<file path="config.mk">
export PLATFORM = sky130hd
export DESIGN_NAME = mu0_control_unit
export DESIGN_NICKNAME = d
export VERILOG_FILES = /design/src/rtl/mu0_control_unit.sv
export SDC_FILE = /design/constraint.sdc
export NUM_CORES = 1
export LEC_CHECK = 0
export CAP_MARGIN = 20
export CORE_MARGIN = 4
export CORE_UTILIZATION = 23
export DETAILED_ROUTE_END_ITERATION = 10
export PLACE_DENSITY = 0.78
export SKIP_CTS_REPAIR_TIMING = 1
export SLEW_MARGIN = 5
export SYNTH_ARGS = -nofsm -noshare
export SYNTH_HDL_FRONTEND = slang
export SYNTH_SLANG_ARGS = --single-unit
</file>
<file path="constraint.sdc">
create_clock -name clk -period 1.9 [get_ports clk]
set_input_delay 0.475 -clock clk [delete_from_list [all_inputs] [get_ports clk]]
set_output_delay 0.475 -clock clk [all_outputs]
set_load 0.03 [all_outputs]
</file>
<file path="src/rtl/mu0_control_unit.sv">
// MU0 control unit: instruction-cycle sequencer plus opcode decoder driving every datapath control line.
// Define MU0_SHIFT_EN to build the multi-cycle LSL/LSR shift sequence; otherwise opcodes 9/A act as NOPs.
module mu0_control_unit #(
    parameter int DATA_W  = 16,
    parameter int SHAMT_W = 4
) (
    input  logic              clk,
    input  logic              rst_n,
    input  logic              run_i,
    input  logic [DATA_W-1:0] ir_i,
    input  logic [DATA_W-1:0] acc_out_i,
    output logic              fetch_o,
    output logic              exec1_o,
    output logic              exec2_o,
    output logic              shifting_o,
    output logic              halted_o,
    output logic              illegal_o,
    output logic              ir_load_o,
    output logic              mux1_o,
    output logic              mux3_o,
    output logic              sload_o,
    output logic              cnt_en_o,
    output logic              wren_o,
    output logic              sload_acc_o,
    output logic              enable_acc_o,
    output logic              add_sub_o,
    output logic              shift_o,
    output logic              mux4_o,
    output logic              forcingzero_o
);

    typedef enum logic [2:0] {
        S_IDLE,
        S_FETCH,
        S_EXEC1,
        S_EXEC2,
        S_SHIFT,
        S_HALT
    } state_t;

    localparam logic [3:0] OP_LDA = 4'h0;
    localparam logic [3:0] OP_STA = 4'h1;
    localparam logic [3:0] OP_ADD = 4'h2;
    localparam logic [3:0] OP_SUB = 4'h3;
    localparam logic [3:0] OP_JMP = 4'h4;
    localparam logic [3:0] OP_JMI = 4'h5;
    localparam logic [3:0] OP_JEQ = 4'h6;
    localparam logic [3:0] OP_STP = 4'h7;
    localparam logic [3:0] OP_LDI = 4'h8;
    localparam logic [3:0] OP_LSL = 4'h9;
    localparam logic [3:0] OP_LSR = 4'hA;

    state_t     state_q, state_d;
    state_t     end_state;
    logic [3:0] opcode;
    logic       acc_eq;
    logic       acc_mi;
    logic       unused_ir;

    assign opcode    = ir_i[DATA_W-1:DATA_W-4];
    assign acc_eq    = (acc_out_i == '0);
    assign acc_mi    = acc_out_i[DATA_W-1];
    assign unused_ir = ^ir_i;
    // RUN only matters at instruction boundaries, never mid-instruction.
    assign end_state = run_i ? S_FETCH : S_IDLE;

`ifdef MU0_SHIFT_EN
    logic [SHAMT_W-1:0] cnt_q, cnt_d;

    always_ff @(posedge clk or negedge rst_n) begin
        if (!rst_n) begin
            cnt_q <= '0;
        end else begin
            cnt_q <= cnt_d;
        end
    end

    assign shifting_o = (state_q == S_SHIFT);
`else
    assign shifting_o = 1'b0;
`endif

    always_ff @(posedge clk or negedge rst_n) begin
        if (!rst_n) begin
            state_q <= S_IDLE;
        end else begin
            state_q <= state_d;
        end
    end

    assign fetch_o  = (state_q == S_FETCH);
    assign exec1_o  = (state_q == S_EXEC1);
    assign exec2_o  = (state_q == S_EXEC2);
    assign halted_o = (state_q == S_HALT);

    always_comb begin
        state_d       = state_q;
        illegal_o     = 1'b0;
        ir_load_o     = 1'b0;
        mux1_o        = 1'b0;
        mux3_o        = 1'b0;
        sload_o       = 1'b0;
        cnt_en_o      = 1'b0;
        wren_o        = 1'b0;
        sload_acc_o   = 1'b0;
        enable_acc_o  = 1'b0;
        add_sub_o     = 1'b0;
        shift_o       = 1'b0;
        mux4_o        = 1'b0;
        forcingzero_o = 1'b0;
`ifdef MU0_SHIFT_EN
        cnt_d         = cnt_q;
`endif
        case (state_q)
            S_IDLE: begin
                if (run_i) state_d = S_FETCH;
            end
            S_FETCH: begin
                ir_load_o = 1'b1;
                state_d   = S_EXEC1;
            end
            S_EXEC1: begin
                state_d = end_state;
                case (opcode)
                    OP_LDA, OP_ADD, OP_SUB: begin
                        mux1_o  = 1'b1;
                        mux3_o  = 1'b1;
                        state_d = S_EXEC2;
                    end
                    OP_STA: begin
                        mux1_o   = 1'b1;
                        wren_o   = 1'b1;
                        cnt_en_o = 1'b1;
                    end
                    OP_JMP, OP_JMI, OP_JEQ: begin
                        // A failed conditional jump just steps the PC.
                        if ((opcode == OP_JMP) || (opcode == OP_JMI && acc_mi) ||
                            (opcode == OP_JEQ && acc_eq)) begin
                            mux1_o  = 1'b1;
                            sload_o = 1'b1;
                        end else begin
                            cnt_en_o = 1'b1;
                        end
                    end
                    OP_STP: begin
                        state_d = S_HALT;
                    end
                    OP_LDI: begin
                        forcingzero_o = 1'b1;
                        sload_acc_o   = 1'b1;
                        enable_acc_o  = 1'b1;
                        cnt_en_o      = 1'b1;
                    end
`ifdef MU0_SHIFT_EN
                    OP_LSL, OP_LSR: begin
                        cnt_d = ir_i[SHAMT_W-1:0];
                        if (ir_i[SHAMT_W-1:0] == '0) begin
                            cnt_en_o = 1'b1;
                        end else begin
                            state_d = S_SHIFT;
                        end
                    end
`else
                    OP_LSL, OP_LSR: begin
                        cnt_en_o = 1'b1;
                    end
`endif
                    default: begin
                        illegal_o = 1'b1;
                        cnt_en_o  = 1'b1;
                    end
                endcase
            end
            S_EXEC2: begin
                mux1_o       = 1'b1;
                mux3_o       = 1'b1;
                sload_acc_o  = 1'b1;
                enable_acc_o = 1'b1;
                cnt_en_o     = 1'b1;
                add_sub_o    = (opcode == OP_ADD);
                state_d      = end_state;
            end
`ifdef MU0_SHIFT_EN
            S_SHIFT: begin
                shift_o      = 1'b1;
                enable_acc_o = 1'b1;
                mux4_o       = (opcode == OP_LSR);
                cnt_d        = cnt_q - 1'b1;
                if (cnt_q == SHAMT_W'(1)) begin
                    cnt_en_o = 1'b1;
                    state_d  = end_state;
                end
            end
`endif
            S_HALT: begin
                state_d = S_HALT;
            end
            default: begin
                state_d = S_IDLE;
            end
        endcase
    end

endmodule
</file>
## Yosys cells after proc, flatten, opt, wreduce, memory -nomap -nowiden

Index checks and enable logic that the tools add are counted.

- RAM bits: 0
- Input port bits: 35
- Bits in read-only memories: 0
- Memories kept: 0
- Register bits: 3
- Output and inout bits: 18
- Logic and storage cells: 51
- Bits in latches: 0

- Eq/ne operators: 15
- Shifts and indexed selects: 0
- Bitwise operators: 0
- $lt $le $gt $ge: 0
- Muxes and demuxes: 23
- Reductions and logical operators: 12
- $mul: 0
- $add $sub $neg: 0
- Divide/modulo/power cells: 0

Operators with widths:

| operator | count |
|---|---|
| == test 4 x 3 -> 1 bit, second input constant | 4 |
| zero test 16 bit | 1 |
| case mux 3 bit (5 select lines) | 1 |
| 2-to-1 mux 1 bit | 14 |
| == test 4 bit, second input constant | 3 |
| case mux 1 bit (2 select lines) | 6 |
| OR reduction 11 bit | 1 |
| == test 4 x 2 -> 1 bit, second input constant | 2 |
| OR reduction 4 bit | 2 |
| == test 3 x 2 -> 1 bit, second input constant | 2 |
| case mux 3 bit (2 select lines) | 1 |
| OR reduction 3 bit | 2 |
| == test 4 x 1 -> 1 bit, second input constant | 1 |
| zero test 4 bit | 1 |
| == test 3 x 1 -> 1 bit, second input constant | 1 |
| == test 3 bit, second input constant | 1 |
| zero test 3 bit | 1 |
| 2-to-1 mux 3 bit | 1 |
| logical AND 1 bit | 2 |
| logical OR 1 bit | 2 |
| inequality test 2 bit, second input constant | 1 |

## Longest topological paths before layout

- Depth in word-level cells: 7
- Mapped depth: 4
- Depth with buffers taken out: 4

## Worst setup path before layout

Ideal clock, no wire load.

- Path kind: input -> output
- Start: in ir_i[12]
- End: out sload_acc_o
- Path slack: -0.426 ns
- Stages on the path: 3
- Data arrival time: 1.851 ns
- Buffers on the path: 1
- Data required time: 1.425 ns
- Cell sequence: or4b_1 > a21oi_1 > buf_4

- Cells in the longest elaborated chain, start to end: 3

RTL lines:

| element | line | text |
|---|---|---|
| start, declared | 10 | `input logic [DATA_W-1:0] ir_i,` |
| == test 4 bit | - |  |
| 2-to-1 mux 1 bit | - |  |
| case mux 1 bit (2 select lines) | - |  |
| end, declared | 24 | `output logic sload_acc_o,` |

No other way between the ends.

## Worst setup path after layout

- Start: in acc_out_i[4]
- End: out mux1_o

- Cells in the longest elaborated chain, start to end: 6

RTL lines:

| element | line | text |
|---|---|---|
| start, declared | 11 | `input logic [DATA_W-1:0] acc_out_i,` |
| zero test 16 bit | 61 | `assign acc_eq = (acc_out_i == '0);` |
| logical AND 1 bit | 138 | `(opcode == OP_JEQ && acc_eq)) begin` |
| logical OR 1 bit | 137 | `if ((opcode == OP_JMP) \|\| (opcode == OP_JMI && acc_mi) \|\|` |
| 2-to-1 mux 1 bit | 137 |  |
| case mux 1 bit (2 select lines) | 124 | `case (opcode)` |
| case mux 1 bit (2 select lines) | 114 | `case (state_q)` |
| end, declared | 19 | `output logic mux1_o,` |

No other way between the ends.

==> impl_metrics.xml <==
<?xml version="1.0" encoding="UTF-8"?>
<metrics>
  <group name="timing">
    <metric name="timing.final.max_slew_violations" unit="">0</metric>
    <metric name="period_minus_slack" unit="ns">2.13</metric>
    <metric name="skew" unit="ns">0.0000766</metric>
    <metric name="fmax" unit="GHz">0.470</metric>
    <metric name="post_route_fraction_of_the_period_consumed_by_the_critical_path" unit="%">112</metric>
    <metric name="setup_viol" unit="">5</metric>
    <metric name="final_hold_viol_count" unit="">0</metric>
    <metric name="setup_tns" unit="ns">-0.499</metric>
    <metric name="rsz0062_at_grt" unit="">yes</metric>
    <metric name="setup_slack" unit="ns">-0.226</metric>
  </group>
  <group name="setup_path">
    <metric name="crit_required" unit="ns">1.42</metric>
    <metric name="rr_endpoint" unit="">state_q[0]$_DFFE_PN0P_</metric>
    <metric name="critical_path.endpoint_type" unit="">output pin</metric>
    <metric name="r2r_slack" unit="ns">0.65</metric>
    <metric name="rr_startpoint" unit="">state_q[0]$_DFFE_PN0P_</metric>
    <metric name="cp_data_arrival_time" unit="ns">1.65</metric>
    <metric name="r2r_cells" unit="">4</metric>
    <metric name="criticalPathCategory" unit="">in -&gt; out</metric>
    <metric name="worstPathMaxFanout" unit="">2</metric>
    <metric name="critical_path.startpoint_type" unit="">input pin</metric>
  </group>
  <group name="clock_tree">
    <metric name="ctsHtreeMaxLevel" unit="">1</metric>
    <metric name="clock_sink_count" unit="">3</metric>
    <metric name="total_cts_buffers" unit="">3</metric>
    <metric name="worst_setup_hold_path_clk_slew" unit="ns">0.04</metric>
    <metric name="cts_tree" unit="">yes</metric>
    <metric name="clock-root-buffer" unit="">clkbuf_4</metric>
    <metric name="clock_insertion_delay_worst_skew" unit="ns">0.23</metric>
    <metric name="clockBufferDepth" unit="">2</metric>
  </group>
  <group name="global_route">
    <metric name="grt_util_all_layers" unit="%">13.1</metric>
    <metric name="grt_max_degree" unit="">8</metric>
    <metric name="grt_pass1_vias" unit="">526</metric>
    <metric name="number_of_antenna_violations_at_the_first_check_in_global_routing" unit="">0</metric>
    <metric name="overflow" unit="">0</metric>
    <metric name="grt_pass1_wl" unit="mm">2.54</metric>
  </group>
  <group name="logic_synthesis">
    <metric name="count_of_state_elements_after_synthesis" unit="">3</metric>
    <metric name="synthesis.instances" unit="">53</metric>
    <metric name="synthesis_warning_total" unit="">0</metric>
    <metric name="ys.flop_type" unit="">dfrtp_1</metric>
    <metric name="synth_cell_type_count" unit="">28</metric>
    <metric name="synth-edff-count" unit="">0</metric>
    <metric name="synth_sequential_area_ratio" unit="%">19.9</metric>
    <metric name="mappedNetlistArea" unit="um^2">378</metric>
    <metric name="synth_async_sr_flop_share" unit="%">100</metric>
    <metric name="synthesis.area_per_instance" unit="um^2">7.13</metric>
  </group>
  <group name="layout">
    <metric name="max_ffs_per_register" unit="">3</metric>
    <metric name="antennaDiodeCount" unit="">0</metric>
    <metric name="final_nets" unit="">142</metric>
    <metric name="final_layout_size_suffix_gt1_share" unit="%">60.4</metric>
    <metric name="area_growth" unit="%">153</metric>
    <metric name="largest_register" unit="">state_q</metric>
    <metric name="layout_top_registers" unit="">state_q x3</metric>
    <metric name="finish.cell_count_without_fillers" unit="">122</metric>
    <metric name="final_common_cell" unit="">buf_4</metric>
    <metric name="finalInstanceArea" unit="um^2">956</metric>
    <metric name="final_cell_mix" unit="">24 x buf_4, 9 x clkbuf_2, 9 x buf_6</metric>
  </group>
  <group name="placement">
    <metric name="placement.cell_area" unit="um^2">826</metric>
    <metric name="port_buffers" unit="">37</metric>
    <metric name="hpwlAfterDp" unit="mm">1.39</metric>
    <metric name="post-place-cells" unit="">116</metric>
    <metric name="gp_routability_congestion" unit="">0.750</metric>
  </group>
  <group name="floorplanning">
    <metric name="die_h" unit="um">48.5</metric>
    <metric name="fp.coreArea" unit="um^2">1520</metric>
    <metric name="starting_density" unit="%">24.8</metric>
    <metric name="die_width" unit="um">48.5</metric>
    <metric name="fp.dieArea" unit="um^2">2360</metric>
    <metric name="ios" unit="">53</metric>
    <metric name="std_cell_rows" unit="">14</metric>
  </group>
  <group name="outcome">
    <metric name="failed_checks" unit="">negative setup slack</metric>
    <metric name="result_of_the_run" unit="">finished, violations left</metric>
  </group>
  <group name="pwr">
    <metric name="power.leakage" unit="nW">0.502</metric>
    <metric name="totalPowerFinal" unit="mW">0.931</metric>
    <metric name="irDropWorstVdd" unit="mV">0.482</metric>
    <metric name="power_density" unit="nW/um^2">974</metric>
  </group>
  <group name="route">
    <metric name="avgRoutedWirePerCell" unit="um">15.2</metric>
    <metric name="dr.pass1.iters" unit="">4</metric>
    <metric name="avgViaCountPerCell" unit="">4.78</metric>
    <metric name="drt_iter0_drc" unit="">12</metric>
    <metric name="num_vias" unit="">583</metric>
    <metric name="wirelength" unit="mm">1.85</metric>
    <metric name="remaining_drc_errors" unit="">0</metric>
    <metric name="ant_nets" unit="">0</metric>
  </group>
  <group name="hold_path">
    <metric name="timing.hold.worst.class" unit="">in -&gt; async</metric>
  </group>
  <group name="flow_run">
    <metric name="timing.max_cap.violations" unit="">0</metric>
  </group>
</metrics>
worst max-delay path, stage by stage:
cell and delay, ns:
buf_6 0.09, nor4_4 0.31, a41oi_2 0.17, or2_4 0.30, a21oi_4 0.15, buf_6 0.14
stage by stage:
| stage | utilization (%) | hold slack (ns) | setup WS, ns |
|---|---|---|---|
| after global routing | 62.7 | 0.427 | -0.277 |
| after detailed placement | 54.2 | 0.543 | -0.559 |
| after global placement | 54.2 | 0.511 | -0.542 |
| final | 62.7 | 0.424 | -0.226 |
| after floorplan | - | 0.179 | -0.212 |
| after CTS | 55.9 | 0.421 | -0.556 |
report_power, final:
part	switching (mW)	internal [mW]	total [mW]	leakage, nW
combinational	0.411	0.301	0.712	0.449
sequential	0.0225	0.0850	0.107	0.0385
clock	0.0331	0.0787	0.112	0.0150
routing by layer:
layer  vias up  GRT usage, %  part of all wire (%)
li1        295             -                     -
met1       263          15.9                    36
met2        21          21.7                    57
met3         4          4.29                   4.6
met4         0          4.04                   2.1
met5         -             0                     0
cells in the mapped netlist, drive strengths merged, types with 2 or more instances:
master / instances / area [um^2]
buf: 5 / 37.5
inv: 4 / 15.0
o21ai: 2 / 10.0
nor4: 6 / 43.8
a21oi: 6 / 33.8
nand2: 2 / 7.51
nor2: 8 / 30.0
dfrtp: 3 / 75.1
how the worst max path moves through the flow:
stage                  startpoint     endpoint  slack (ns)  cells after the start
finish               acc_out_i[4]       mux1_o       -0.23                      6
global route        acc_out_i[12]       mux1_o       -0.28                      6
CTS                      ir_i[12]  sload_acc_o       -0.56                      4
detailed placement       ir_i[12]  sload_acc_o       -0.56                      4
global placement         ir_i[12]  sload_acc_o       -0.54                      4
floorplan                ir_i[12]  sload_acc_o       -0.21                      3
cells by family after synthesis:
group | Yosys count | share of synthesized area (%)
and+or+nand+nor | 28 | 45.4
AOI/OAI and AO/OA | 12 | 19.9
buffers and inverters | 9 | 13.9
DFF | 3 | 19.9
other | 1 | 0.992
final cells by class:
| class | instances | area, um^2 |
|---|---|---|
| Timing Repair Buffer | 52 | 449 |
| Clock buffer | 4 | 26.3 |
| Tap cell | 16 | 20.0 |
| Sequential cell | 3 | 75.1 |
| Fill cell | 125 | 568 |
| Multi-Input combinational cell | 43 | 370 |
| Inverter | 4 | 15.0 |
(Power assumes the default switching activity.)
==> edit 1: new RTL, same flow settings <==
Encoding of `state_t`: now one-hot (6 bits for 6 states).
--- a/src/rtl/mu0_control_unit.sv
+++ b/src/rtl/mu0_control_unit.sv
@@ -29,13 +29,13 @@
     output logic              forcingzero_o
 );
 
-    typedef enum logic [2:0] {
-        S_IDLE,
-        S_FETCH,
-        S_EXEC1,
-        S_EXEC2,
-        S_SHIFT,
-        S_HALT
+    typedef enum logic [5:0] {
+        S_IDLE  = 6'b000001,
+        S_FETCH = 6'b000010,
+        S_EXEC1 = 6'b000100,
+        S_EXEC2 = 6'b001000,
+        S_SHIFT = 6'b010000,
+        S_HALT  = 6'b100000
     } state_t;
 
     localparam logic [3:0] OP_LDA = 4'h0;
Function: same outputs for any inputs over 10 cycles, from zero or initial values and one cycle with rst_n low; not proved beyond that.
==> edit 1 against the original RTL <==
The flow still finishes with violations (negative setup slack). Largest cell class unchanged. Clock skew is 0.0050 ns higher. Power is 12% lower. Area after synthesis is 37% higher. Wire length is 6.2% higher. Sequential cell count is 2 higher. Design area is 31% higher. Worst hold slack better by 0.036 ns. Setup slack better by 0.052 ns.
==> edit 1: results (changes against the original RTL) <==
status: "finished with violations"  # unchanged
violations: "negative setup slack"  # unchanged
wl_met2_um: 1082  # was 1052 um
drt_iter0_drc: 6  # was 12
cp_slowest_cell: "nor4_2"  # was nor4_4
wl_met3_um: 156  # was 85 um
netlist.area_leader.share: 0.1932  # was 0.1987
layout_setup_ws_ns: -0.1738  # was -0.2256 ns
synth-compound-area-share: 0.1715  # was 0.1987
finalWeightedCongestion: 0.7824  # was 0.7495
critical_path_arrival_ns: 1.60  # was 1.65 ns
syn_avg_cell_area_um2: 8.222  # was 7.129 um2
placed_cell_area_um2: 1052  # was 825.8 um2
fillCellCount: 186  # was 125
dr.pass1.iters: 4  # unchanged
vdd_ir_drop_max_mv: 0.4242  # was 0.4825 mV
finalNonFillerCells: 153  # was 122
synth_seq_area_share: 0.2440  # was 0.1987
power.total_uw: 821.7  # was 931.4 uW
grtUsageMet2: 0.2111  # was 0.2174
hpwlAfterDp_um: 1486  # was 1394 um
fin_tns_setup_ns: -1.028  # was -0.4990 ns
power_leakage_uw: 0.0006677  # was 0.0005022 uW
reg.largest.list: "state_q: 5 flops"  # was state_q: 3 flops
clkLatencyLatePin_ns: 0.25  # was 0.23 ns
grt_pass1_vias: 711  # was 526
vias_per_cell: 4.725  # was 4.779
portBuffers: 37  # unchanged
netlist_top_cells_area: "dfrtp_1 (19%), buf_4 (7.2%), nor4_1 (6.0%)"  # was dfrtp_1 (20%), buf_4 (9.9%), nor4_1 (8.3%)
finalSetupViolations: 10  # was 5
dp_worst_setup_slack_ns: -0.4356  # was -0.5588 ns
grt_pass1_wl_um: 2932  # was 2539 um
antenna_found_initial: 0  # unchanged
routedWlPerCell_um: 12.84  # was 15.16 um
synthXorXnorAreaFrac: 0.03382  # was 0
met1_usage: 0.1179  # was 0.1590
synthTopCellsByCount: "buf_4 (5), nor2_1 (5), nor4_1 (5)"  # was nor2_1 (8), a21oi_1 (5), buf_4 (5), nor4_1 (5), inv_1 (4)
met1_length_um: 699  # was 671 um
cp_max_fo: 3  # was 2
place_inst: 140  # was 116
p_int_uw: 483.9  # was 464.7 uW
fin_worst_skew_ns: 0.005122  # was 0.00007661 ns
grt_usage: 0.1141  # was 0.1313
num-nets-final: 162  # was 142
p_clk_frac: 0.158  # was 0.120
combPwrFrac: 0.616  # was 0.765
drive_gt1_frac: 0.6190  # was 0.6038
final_area_um2: 1254  # was 955.9 um2
grt_max_degree: 7  # was 8
yosysUniqueCellTypes: 37  # was 28
met3_usage: 0.03730  # was 0.04294
## edit 1: cell count changes in the layout (fill, tap and decap cells not counted), moves of 2 or more
cell / change
buf_6: +2
nor2_4: +2
a21oi_1: -2
and3_1: +2
dfrtp_2: +2
nor2_2: -2
dlymetal6s2s_1: +4
a21oi_4: -2
buf_4: +7
## edit 1: layout make-up
type / instances / area share
clock buffer: 4 / 0.02096
tap: 27 / 0.02695
sequential: 5 / 0.1028
inverter: 4 / 0.01597
multi-input combinational: 50 / 0.3912
timing repair buffer: 63 / 0.4421
## edit 1: final timing paths
check | cells past startpoint | to | slack [ns] | start
setup / recovery | 6 | sload_o | -0.17 | acc_out_i[14]
hold / removal | 1 | state_q[3] | 0.46 | rst_n
setup reg to reg | 6 | state_q[0] | 0.60 | state_q[0]
hold reg to reg | 2 | state_q[1] | 0.64 | state_q[1]
max in group asynchronous | 1 | state_q[0] | 1.18 | rst_n
min in group clk | 3 | state_q[3] | 0.59 | ir_i[14]
==> edit 2: new RTL, same flow settings <==
Made on the original files. Build with the macro `MU0_SHIFT_EN` defined.
--- a/src/rtl/mu0_control_unit.sv
+++ b/src/rtl/mu0_control_unit.sv
@@ -1,5 +1,7 @@
 // MU0 control unit: instruction-cycle sequencer plus opcode decoder driving every datapath control line.
 // Define MU0_SHIFT_EN to build the multi-cycle LSL/LSR shift sequence; otherwise opcodes 9/A act as NOPs.
+`define MU0_SHIFT_EN
+
 module mu0_control_unit #(
     parameter int DATA_W  = 16,
     parameter int SHAMT_W = 4
Function: changed (a bounded check fails within 4 cycles, from zero or initial values and one cycle with rst_n low).
==> edit 2 against the original RTL <==
The run still ends with negative setup slack left. Setup slack worse by 0.064 ns. Power up 100%. Clock skew rose by 0.00060 ns. Area after synthesis rose by 98%. Sequential share of layout area increased by 2.4 points. First-iteration DRC count grew to 3.4 times the old value. Sequential cell count increased by 4. Count of clock-buffer cells in the layout fell by 1. Design area grew 78%. Synthesized cell count is 89% higher. Via count up 81%. Wire length rose by 72%. Critical path type is now reg2out. Critical endpoint is now cnt_en_o. Largest cell class unchanged.
==> edit 2: results (changes against the original RTL) <==
netlist_top_cells_area: "dfrtp_1 (23%), nor4_1 (5.8%), inv_1 (4.0%)"  # was dfrtp_1 (20%), buf_4 (9.9%), nor4_1 (8.3%)
htreeDepth: 1  # unchanged
drive_gt1_frac: 0.5805  # was 0.6038
layout_setup_ws_ns: -0.2895  # was -0.2256 ns
finalSetupViolations: 12  # was 5
grt_usage: 0.1264  # was 0.1313
violations: "negative setup slack"  # unchanged
yosysUniqueCellTypes: 39  # was 28
finalWeightedCongestion: 0.7969  # was 0.7495
grt_pass1_vias: 1000  # was 526
dr.pass1.iters: 4  # unchanged
clkLatencyLatePin_ns: 0.26  # was 0.23 ns
async_flop_share: 1.000  # unchanged
status: "finished with violations"  # unchanged
vdd_ir_drop_max_mv: 0.3714  # was 0.4825 mV
num-nets-final: 212  # was 142
wl_um: 3183  # was 1849 um
portBuffers: 44  # was 37
drt_iter0_drc: 41  # was 12
grt_pass1_wl_um: 4298  # was 2539 um
power_leakage_uw: 0.0008845  # was 0.0005022 uW
critPathLaunch: "state_q[0]"  # was acc_out_i[4]
root_buffer: "clkbuf_4"  # unchanged
fillCellCount: 259  # was 125
cp_max_fo: 3  # was 2
hpwlAfterDp_um: 2220  # was 1394 um
hold_class: "in2async"  # unchanged
synthTopCellsByCount: "inv_1 (8), dfrtp_1 (7), nor2_1 (7), nor4_1 (7)"  # was nor2_1 (8), a21oi_1 (5), buf_4 (5), nor4_1 (5), inv_1 (4)
antenna_found_initial: 0  # unchanged
fin_worst_skew_ns: 0.0006740  # was 0.00007661 ns
grt_max_degree: 13  # was 8
synth_nets: 137
yosysWarnings: 0  # unchanged
cts_buffers: 3  # unchanged
vias: 1056  # was 583
synth_seq_area_share: 0.2337  # was 0.1987
worstMarginPinSlew_ns: 0.3215
fin_tns_setup_ns: -1.229  # was -0.4990 ns
clk_path_buf_depth: 2  # unchanged
reg2reg_from: "state_q[0]"  # unchanged
clkSlewWorstSetupHoldPaths_ns: 0.06  # was 0.04 ns
reg.largest.list: "cnt_q: 4 flops, state_q: 3 flops"  # was state_q: 3 flops
n_antenna_cell: 0  # unchanged
[edit 2: kinds of logic (layout without fill, tap and decap cells)]
family,Yosys count,in the layout,share of synthesized area
flip-flops,7,7,0.2337
XOR/XNOR,1,1,0.01169
buffers and inverters,18,92,0.1135
AND/OR/NAND/NOR,48,48,0.3756
AO/OA/AOI/OAI,22,22,0.2053
multiplexers,2,2,0.02671
adder cells (fa/ha/maj),2,2,0.03338
[edit 2: layer usage]
metal,vias to the layer above,wire (um),track usage
li1,514,-,-
met1,511,1235,0.1399
met2,25,1806,0.2401
met3,6,78,0.01906
met4,0,63,0.04663
met5,-,0,0
[edit 2: metrics by stage]
step | cells | setup WS (ns) | power, uW | area, um2 | hold slack, ns
detailed placement | 206 | -0.5120 | 1385 | 1405 | 0.5532
global placement | 206 | -0.5355 | 1366 | 1405 | 0.5422
CTS | 210 | -0.5177 | 1533 | 1433 | 0.4698
floorplan | 100 | -0.2826 | 913.3 | 804.5 | 0.1794
global route | 218 | -0.3739 | 1985 | 1700 | 0.4994
finish | 218 | -0.2895 | 1864 | 1700 | 0.4665
[edit 2: final timing paths]
kind / endpoint / slack, ns / cells after the start
min: state_q[2] / 0.47 / 1
min reg2reg: cnt_q[2] / 0.61 / 2
max in group asynchronous: cnt_q[3] / 1.20 / 1
min in group clk: cnt_q[3] / 0.58 / 2
max reg2reg: cnt_q[0] / 0.04 / 4
max: cnt_en_o / -0.29 / 5
[edit 2: power by group]
group	switching (uW)	internal, uW
clock	64.5	77.4
combinational	708	748
sequential	47.8	218
total	820	1040
[edit 2: final cells by class]
class / count / share of cell area
Tap cell: 44 / 0.03238
Clock inverter: 1 / 0.002943
Timing Repair Buffer: 80 / 0.4356
Sequential cell: 7 / 0.1030
Multi-Input combinational cell: 75 / 0.3922
Inverter: 8 / 0.02060
Clock buffer: 3 / 0.01325
[edit 2: worst max-delay path: stages, from the launching register on]
cell,delay [ns]
dfrtp_1,0.38
or3b_4,0.42
a31oi_1,0.15
o21ai_0,0.11
o211ai_1,0.19
buf_4,0.19
